`src/rtl/combination_lock_programmer.sv`:
```
// Writer side of the combination lock: holds the three codes the lock compares
// against and replaces them after a matching entry/confirmation sequence.
module combination_lock_programmer #(
    parameter logic [3:0] DEFAULT_CODE0  = 4'b1101,
    parameter logic [3:0] DEFAULT_CODE1  = 4'b0111,
    parameter logic [3:0] DEFAULT_CODE2  = 4'b1001,
    parameter int         TIMEOUT_CYCLES = 1000,
    parameter int         TIMER_WIDTH    = 10
) (
    input  logic       Clk,
    input  logic       Reset,
    input  logic       Unlocked,
    input  logic       Prog,
    input  logic       Enter,
    input  logic [3:0] Password,
    output logic [3:0] Code0,
    output logic [3:0] Code1,
    output logic [3:0] Code2,
    output logic [2:0] state,
    output logic       Busy,
    output logic       Done,
    output logic       Error
);

    typedef enum logic [2:0] {
        S_IDLE   = 3'd0,
        S_E0     = 3'd1,
        S_E1     = 3'd2,
        S_E2     = 3'd3,
        S_C0     = 3'd4,
        S_C1     = 3'd5,
        S_C2     = 3'd6,
        S_COMMIT = 3'd7
    } state_e;

    localparam logic [TIMER_WIDTH-1:0] TIMER_LAST = TIMER_WIDTH'(TIMEOUT_CYCLES - 1);

    state_e                 state_q, state_d;
    logic [3:0]             pend0_q, pend0_d, pend1_q, pend1_d, pend2_q, pend2_d;
    logic [3:0]             code0_q, code0_d, code1_q, code1_d, code2_q, code2_d;
    logic                   mismatch_q, mismatch_d;
    logic [TIMER_WIDTH-1:0] timer_q, timer_d;
    logic                   done_q, done_d, error_q, error_d;
    logic                   go_idle;
    logic                   final_mismatch;

    always_comb begin
        state_d        = state_q;
        pend0_d        = pend0_q;
        pend1_d        = pend1_q;
        pend2_d        = pend2_q;
        code0_d        = code0_q;
        code1_d        = code1_q;
        code2_d        = code2_q;
        mismatch_d     = mismatch_q;
        timer_d        = timer_q;
        done_d         = 1'b0;
        error_d        = 1'b0;
        go_idle        = 1'b0;
        final_mismatch = mismatch_q | (Password != pend2_q);

        case (state_q)
            S_IDLE: begin
                if (Prog && Unlocked) begin
                    state_d = S_E0;
                    timer_d = '0;
                end
            end
            S_COMMIT: begin
                go_idle = 1'b1;
            end
            default: begin
                // Abort outranks Enter, which outranks the inactivity timeout.
                if (!Unlocked) begin
                    go_idle = 1'b1;
                    error_d = 1'b1;
                end else if (Enter) begin
                    timer_d = '0;
                    case (state_q)
                        S_E0: begin pend0_d = Password; state_d = S_E1; end
                        S_E1: begin pend1_d = Password; state_d = S_E2; end
                        S_E2: begin pend2_d = Password; state_d = S_C0; end
                        S_C0: begin
                            if (Password != pend0_q) mismatch_d = 1'b1;
                            state_d = S_C1;
                        end
                        S_C1: begin
                            if (Password != pend1_q) mismatch_d = 1'b1;
                            state_d = S_C2;
                        end
                        S_C2: begin
                            // Codes land together with Done, while COMMIT is occupied.
                            mismatch_d = final_mismatch;
                            state_d    = S_COMMIT;
                            if (final_mismatch) begin
                                error_d = 1'b1;
                            end else begin
                                code0_d = pend0_q;
                                code1_d = pend1_q;
                                code2_d = pend2_q;
                                done_d  = 1'b1;
                            end
                        end
                        default: ;
                    endcase
                end else if (timer_q == TIMER_LAST) begin
                    go_idle = 1'b1;
                    error_d = 1'b1;
                end else begin
                    timer_d = timer_q + TIMER_WIDTH'(1);
                end
            end
        endcase

        if (go_idle) begin
            state_d    = S_IDLE;
            pend0_d    = 4'd0;
            pend1_d    = 4'd0;
            pend2_d    = 4'd0;
            mismatch_d = 1'b0;
            timer_d    = '0;
        end
    end

    always_ff @(posedge Clk) begin
        if (Reset) begin
            state_q    <= S_IDLE;
            pend0_q    <= 4'd0;
            pend1_q    <= 4'd0;
            pend2_q    <= 4'd0;
            code0_q    <= DEFAULT_CODE0;
            code1_q    <= DEFAULT_CODE1;
            code2_q    <= DEFAULT_CODE2;
            mismatch_q <= 1'b0;
            timer_q    <= '0;
            done_q     <= 1'b0;
            error_q    <= 1'b0;
        end else begin
            state_q    <= state_d;
            pend0_q    <= pend0_d;
            pend1_q    <= pend1_d;
            pend2_q    <= pend2_d;
            code0_q    <= code0_d;
            code1_q    <= code1_d;
            code2_q    <= code2_d;
            mismatch_q <= mismatch_d;
            timer_q    <= timer_d;
            done_q     <= done_d;
            error_q    <= error_d;
        end
    end

    assign Code0 = code0_q;
    assign Code1 = code1_q;
    assign Code2 = code2_q;
    assign state = state_q;
    assign Busy  = (state_q != S_IDLE);
    assign Done  = done_q;
    assign Error = error_q;

endmodule

```
`config.mk`:
```
export PLATFORM = sky130hd
export DESIGN_NAME = combination_lock_programmer
export DESIGN_NICKNAME = d
export VERILOG_FILES = /design/src/rtl/combination_lock_programmer.sv
export SDC_FILE = /design/constraint.sdc
export NUM_CORES = 1
export LEC_CHECK = 0
export BUFFER_PORTS_ARGS = -buffer_cell sky130_fd_sc_hd__buf_4
export CAP_MARGIN = 10
export CORE_MARGIN = 4
export CORE_UTILIZATION = 51
export DETAILED_ROUTE_END_ITERATION = 10
export GPL_ROUTABILITY_DRIVEN = 1
export PLACE_DENSITY = 0.84
export SKIP_CTS_REPAIR_TIMING = 1
export SYNTH_ARGS = -nofsm -noshare
export SYNTH_HDL_FRONTEND = slang
export SYNTH_SLANG_ARGS = --single-unit
export TNS_END_PERCENT = 50
```
`constraint.sdc`:
```
create_clock -name Clk -period 1.6 [get_ports Clk]
set_input_delay 0.32 -clock Clk [delete_from_list [all_inputs] [get_ports Clk]]
set_output_delay 0.32 -clock Clk [all_outputs]
set_load 0.02 [all_outputs]
```
==> results by group, run 1 <==
Pwr
  – Power Total: 2160 µW
  – Leak: 0.000992 µW
  – Power Density: 798 mW/mm²
  – Peak supply drop: 1.01 mV

Yosys
  – Distinct cells, synth: 46
  – Cell Area, Synth: 0.00203 mm²
  – Xor/xnor share of the synthesized area: 5.17%
  – Synth Flop Type: dfxtp_1
  – Mux share of post-synthesis cell area: 5.91%
  – Compound-Gate Fraction of Synth Area: 19.4%
  – Mapped Nets: 239
  – Yosys warns: 0
  – Register area share after synthesis: 39.4%
  – Cell count after synthesis: 229
  – Yosys top cell area share: 39.4%
  – Post-Synth Adder-Cell Area: 0.616%
  – Post-synth EDFFs: 0
  – Simple-gate area share of the yosys netlist: 23.2%
  – Top cell type by total area after synthesis: dfxtp_1
  – Syn_area_per_cell: 8.87 µm²
  – Top post-synthesis cells by area: dfxtp_1, mux2i_1, a21oi_2
  – Largest family of logic cells by synthesized area: simple AND/OR/NAND/NOR gates
  – Synth Register Bits: 40
  – Async SR Flop Fraction: 0%

Hold path
  – Hold Path Class: input port to register
  – Hold path endpoint: Code1[3]
  – Worst hold path depth: 2
  – Min-delay src: Reset

Drt
  – Initial DRT Pass Iterations: 6
  – DR WL met2: 2700 µm
  – Met3 Wirelength: 509 µm
  – M1 WL: 2360 µm
  – Antenna Nets Post-Route: 0
  – WL/cell: 17.4 µm
  – DR top layer: met4
  – DRC viols: 0
  – Vias: 2022
  – Initial DRC Count: 219
  – Vias per std cell: 6.24
  – Drt total wl: 5640 µm

Timing
  – Maximum clock frequency: 569 MHz
  – Fin. Hold Viols: 0
  – Post-Route Setup TNS: -1800 ps
  – Slew headroom: 73.6%
  – Min setup slack post-route: -159 ps
  – Tmin final: 1760 ps
  – # setup viols final: 22
  – Unrepaired setup endpoints after global routing: true
  – Fin. max-slew vios: 0
  – Slew @ Worst Pin: 395 ps
  – Final period util: 110%
  – Clock skew: 8.43 ps
  – Fin Hold WS: 255 ps

Critical path
  – CP endpoint kind: register
  – Worst path depth: 6
  – Slowest CP cell: or4_4
  – Worst-path cell chain: ha_4 > and4bb_1 > nor4b_4 > or4_4 > buf_8 > a21oi_2
  – Worst path bufs/invs: 1
  – CP max FO: 10
  – Cells on worst reg2reg path: 6
  – Crit Path Class: register to register
  – Startpoint type of the worst setup path: register
  – Crit-path max cell delay: 550 ps
  – FF-to-FF Start: timer_q[1]
  – Worst path top cell family by delay: simple AND/OR/NAND/NOR gates
  – Arr. time, crit path: 1990 ps
  – CP required: 1830 ps
  – FF-to-FF End: timer_q[1]
  – R2R setup slack: -160 ps

Clock network
  – Clock Latency Late Sink: 300 ps
  – H-Tree Depth: 2
  – Deepest clock path buffer count: 2
  – TritonCTS clock tree: done
  – Total CTS buffers: 5
  – Reg clk slew, reported paths: 90 ps
  – CTS sink cnt: 40
  – Root Buffer Master: clkbuf_8

Global route
  – Gr usage total: 20.5%
  – Global-route wire length before repair: 8430 µm
  – Largest net degree at the start of global routing: 16
  – Initial antenna violation count: 0
  – Vias in the first global route: 1841
  – Global route total overflow: 0

Place
  – Hpwl dp: 3430 µm
  – Post-DP Area: 0.00244 mm²
  – Port Buffers: 26
  – GP Congestion: 0.851

Floorplan
  – Initial Util: 54.3%
  – Die area: 0.00506 mm²
  – # rows: 22
  – Top Ports: 27
  – Die height: 71.1 µm
  – Core Area: 0.00374 mm²
  – Die W: 71.1 µm

Final layout
  – Most common cell after layout, fill and taps aside: buf_4
  – Share of layout cells above drive strength 1: 39.9%
  – Finished Cell Area: 0.00271 mm²
  – Commonest cells after routing, fill and taps aside: buf_4, dfxtp_1, a31oi_1, a21oi_2
  – Area grow syn2layout: 33.3%
  – ANT cells: 0
  – Layout Nets: 285

Run
  – Max-Cap Viols: 0

Status
  – Status: finished, violations left
  – Failing checks: negative setup slack
flip-flops by register name (all words and copies together), names as in the netlist:
| name | cells |
|---|---|
| Code0 | 4 |
| Code1 | 4 |
| Code2 | 4 |
| Done | 1 |
| Error | 1 |
| mismatch_q | 1 |
| pend0_q | 4 |
| pend1_q | 4 |
| pend2_q | 4 |
| state | 3 |
| timer_q | 10 |
cell usage after synthesis, drive strengths merged (2+ instances only):
library cell	count
a21oi	15
a31oi	10
and3	2
buf	11
clkbuf	9
dfxtp	40
inv	7
mux2i	12
nand2	7
nand3	9
nand3b	3
nand4	6
nor2	19
nor3	6
nor4	9
o21ai	14
o31ai	8
or3	6
or4	5
or4b	2
xnor2	8
xor2	4
cells by family (layout without fill, tap and decap cells):
logic type	after synthesis	in the layout
adder cells (fa/ha/maj)	1	1
flip-flops	40	40
AND/OR/NAND/NOR	80	80
multiplexers	12	12
buffers and inverters	27	74
AO/OA/AOI/OAI	57	57
XOR/XNOR	12	12
layer usage:
metal	up-vias	track usage, %
met5	-	0
met4	0	3.13
met3	9	4.69
met2	101	32.9
met1	971	28.6
li1	941	-
worst register-to-register path: stages (launching register included):
cell,delay (ps)
dfxtp_2,350
ha_4,160
and4bb_1,220
nor4b_4,150
or4_4,550
buf_8,170
a21oi_2,100
final cells by class:
cell class	instances	area (µm²)
well taps	48	60.1
clock inverters	3	46.3
inverters	7	26.3
multi-input cells	162	1230
clock buffers	5	68.8
flip-flops and latches	40	815
fillers	290	1030
repair buffers	59	467
stage by stage:
stage	worst slack [ps]	utilization, %	instances
3_3_place_gp	-98.8	65.2	316
4_1_cts	-157	68.3	324
6_report	-159	72.4	324
2_1_floorplan	-83.3	-	229
5_1_grt	-195	72.4	324
3_5_place_dp	-142	65.2	316
power by group:
group	internal [µW]	switching, µW	total, µW
clock network	470	376	846
registers	1000	14.6	1020
logic	131	167	298
how the worst max path moves through the flow:
| stage | startpoint | end | slack, ps |
|---|---|---|---|
| finish | timer_q[1] | timer_q[1] | -160 |
| global route | timer_q[1] | timer_q[5] | -200 |
| CTS | timer_q[1] | timer_q[1] | -160 |
| detailed placement | Unlocked | timer_q[1] | -140 |
| global placement | Unlocked | timer_q[8] | -100 |
| floorplan | state[0] | timer_q[1] | -80 |
Power figures use the tool's default switching activity.
==> run 2: changes to the inputs <==
Settings changed: ABC_AREA set to 1, CORE_UTILIZATION 51 to 52.
==> run 2 against run 1 <==
  * The flow now finishes without violations
  * Register-to-register slack better by 190 ps
  * Final cell count up 28%
  * Largest power group unchanged
  * Fmax up 12%
  * Critical path type unchanged
  * Via count up 10%
==> results by group, run 2 <==
Yosys
  – Distinct cells, synth: 30 (-35%)
  – Post-Synth Adder-Cell Area: 0.564% (-0.052 points)
  – Yosys warns: 0 (unchanged)
  – Cell count after synthesis: 326 (+42%)
  – Post-synth EDFFs: 0 (unchanged)
  – Register area share after synthesis: 36.1% (-3.3 points)
  – Synth Register Bits: 40 (unchanged)
  – Synth Flop Type: dfxtp_1
  – Cell Area, Synth: 0.00222 mm² (+9.2%)
  – Async SR Flop Fraction: 0% (unchanged)
  – Largest family of logic cells by synthesized area: simple AND/OR/NAND/NOR gates
  – Yosys top cell area share: 36.1% (-3.3 points)
  – Mapped Nets: 336 (+41%)
  – Synth top cells by count: nand2_1, dfxtp_1, inv_1
  – Simple-gate area share of the yosys netlist: 39.7% (+16 points)
  – Top cell type by total area after synthesis: dfxtp_1
  – Xor/xnor share of the synthesized area: 3.95% (-1.2 points)
  – Top post-synthesis cells by area: dfxtp_1, nand2_1, nand3_1
  – Syn_area_per_cell: 6.80 µm² (-23%)
  – Most numerous cell in the Yosys netlist: nand2_1
  – Mux share of post-synthesis cell area: 0% (-5.9 points)
  – Compound-Gate Fraction of Synth Area: 8.63% (-11 points)

Pwr
  – Power Density: 772 mW/mm² (-3.3%)
  – Peak supply drop: 0.482 mV (-52%)
  – Leak: 0.00112 µW (+13%)

Final layout
  – Share of layout cells above drive strength 1: 22.5% (-17 points)
  – Top reg by flops: timer_q
  – Layout Nets: 373 (+31%)
  – Finished Cell Area: 0.00264 mm² (-2.4%)
  – Layout fillers: 346 (+19%)
  – ANT cells: 0 (unchanged)
  – Most common cell after layout, fill and taps aside: nand2_1
  – Max reg flops: 10 (unchanged)
  – Commonest cells after routing, fill and taps aside: nand2_1, buf_4, dfxtp_1
  – Area grow syn2layout: 19.1%

Clock network
  – CTS sink cnt: 40 (unchanged)
  – Root Buffer Master: clkbuf_8
  – Reg clk slew, reported paths: 70 ps (-20 ps)
  – TritonCTS clock tree: done
  – Deepest clock path buffer count: 2 (unchanged)
  – Total CTS buffers: 5 (unchanged)
  – H-Tree Depth: 2 (unchanged)
  – Clock Latency Late Sink: 300 ps (about the same)

Place
  – Post-DP Area: 0.00248 mm² (+1.6%)
  – Port Buffers: 26 (unchanged)
  – GP Congestion: 0.926 (+8.8%)
  – Hpwl dp: 3800 µm (+11%)

Timing
  – # setup viols final: 0 (-100%)
  – Tmin final: 1570 ps (-193 ps)
  – Fin. max-slew vios: 0 (unchanged)
  – Maximum clock frequency: 639 MHz (+12%)
  – Slew headroom: 73.1% (-0.54 points)
  – Post-Route Setup TNS: 0 ps (+1800 ps)
  – Fin. Hold Viols: 0 (unchanged)
  – Final period util: 97.8% (-12 points)
  – Clock skew: 9.84 ps (+1.41 ps)
  – Slew @ Worst Pin: 403 ps (+7.71 ps)
  – Unrepaired setup endpoints after global routing: true

Floorplan
  – Top Ports: 27 (unchanged)
  – Die W: 73.3 µm (+3.1%)
  – Die height: 73.3 µm (+3.1%)
  – Core Area: 0.00406 mm² (+8.4%)
  – # rows: 23 (+4.5%)
  – Die area: 0.00538 mm² (+6.3%)
  – Initial Util: 54.7% (+0.39 points)

Global route
  – Vias in the first global route: 1965 (+6.7%)
  – Gr usage total: 20.5% (+0.065 points)
  – Global-route wire length before repair: 8650 µm (+2.6%)
  – Routing usage on met3: 3.28% (-1.4 points)
  – Global route total overflow: 0 (unchanged)
  – Met1 Use GR: 26.7% (-1.9 points)
  – Met2 Use GR: 33.0% (+0.12 points)
  – Initial antenna violation count: 0 (unchanged)
  – GRT busiest layer: met2
  – Largest net degree at the start of global routing: 15 (-1)

Run
  – Max-Cap Viols: 0 (unchanged)

Critical path
  – CP required: 1830 ps (about the same)
  – CP endpoint kind: register
  – Arr. time, crit path: 1790 ps (-200 ps)
  – CP max FO: 5 (-5)
  – Crit Path Class: register to register
  – Startpoint type of the worst setup path: register

Drt
  – Drt total wl: 5460 µm (-3.3%)
  – Vias per std cell: 5.38 (-14%)
  – WL/cell: 13.2 µm (-24%)
  – Initial DRT Pass Iterations: 5 (-1)
  – Initial DRC Count: 253 (+16%)
  – DRC viols: 0 (unchanged)
  – Antenna Nets Post-Route: 0 (unchanged)
  – Vias: 2229 (+10%)

Hold path
  – Hold Path Class: input port to register

Status
  – Status: complete, no violations
-- run 2: changes by cell type in the layout (fill, tap and decap cells not counted), sizes merged, moves of 6 or more --
cell,delta
nor4,-9
or3,-6
nand3,+27
o21ai,-11
o31ai,-8
buf,-16
a21oi,+9
nand2,+83
nand4,+12
nor2,+21
mux2i,-12
inv,+34
a31oi,-10
-- run 2: metal layers --
| metal | vias to the layer above | share of wire, % |
|---|---|---|
| met2 | 103 | 46 |
| met5 | - | 0 |
| met4 | 0 | 2.4 |
| met3 | 15 | 7.9 |
| li1 | 1113 | - |
| met1 | 998 | 43 |
-- run 2: cells by family after synthesis --
family / count (synthesis)
AOI/OAI and AO/OA: 28
xor gates and xnor gates: 10
DFF: 40
adders and majority gates: 1
buffers and inverters: 56
and+or+nand+nor: 191
-- run 2: where the power goes --
| group | leakage, µW | switching [µW] | total (µW) | internal, µW |
|---|---|---|---|---|
| clock | 0.0000445 | 351 | 702 | 350 |
| combinational | 0.000756 | 202 | 314 | 113 |
| sequential | 0.000324 | 14.4 | 1020 | 1010 |
-- run 2: area by class of cell --
class                           instances  area [µm²]  share of cell area [%]
Tap cell                               50        62.6                    2.37
Timing Repair Buffer                   43         323                    12.2
Multi-Input combinational cell        230        1200                    45.4
Clock buffer                            7        86.3                    3.27
Inverter                               43         161                    6.11
Sequential cell                        40         802                    30.4
Clock inverter                          1        7.51                   0.284
-- run 2: path summary, 6_finish.rpt --
kind	slack, ps	cells after the start	to	from
min reg2reg	460	2	Code2[0]	Code2[0]
max	30	9	timer_q[0]	timer_q[1]
max reg2reg	30	9	timer_q[0]	timer_q[1]
min	200	2	Done	Reset
-- run 2: worst max-delay path, cell delays in order (launching register included) --
cell and delay, ps:
dfxtp_1 360, ha_1 190, nand2_1 130, nor2_2 190, nand3_4 130, nand2_4 130, buf_4 120, buf_4 90
nand2_1 40, a21oi_1 120
-- run 2: per-stage QoR --
stage	power, µW	hold WS (ps)	worst slack (ps)	utilization (%)	cells
floorplan	1240	398	36.8	-	326
global placement	1330	441	153	61.2	401
detailed placement	1330	448	49.6	61.2	401
CTS	2030	190	26.8	63.5	409
global route	2120	193	-93.5	65.1	414
finish	2040	203	34.7	65.1	414
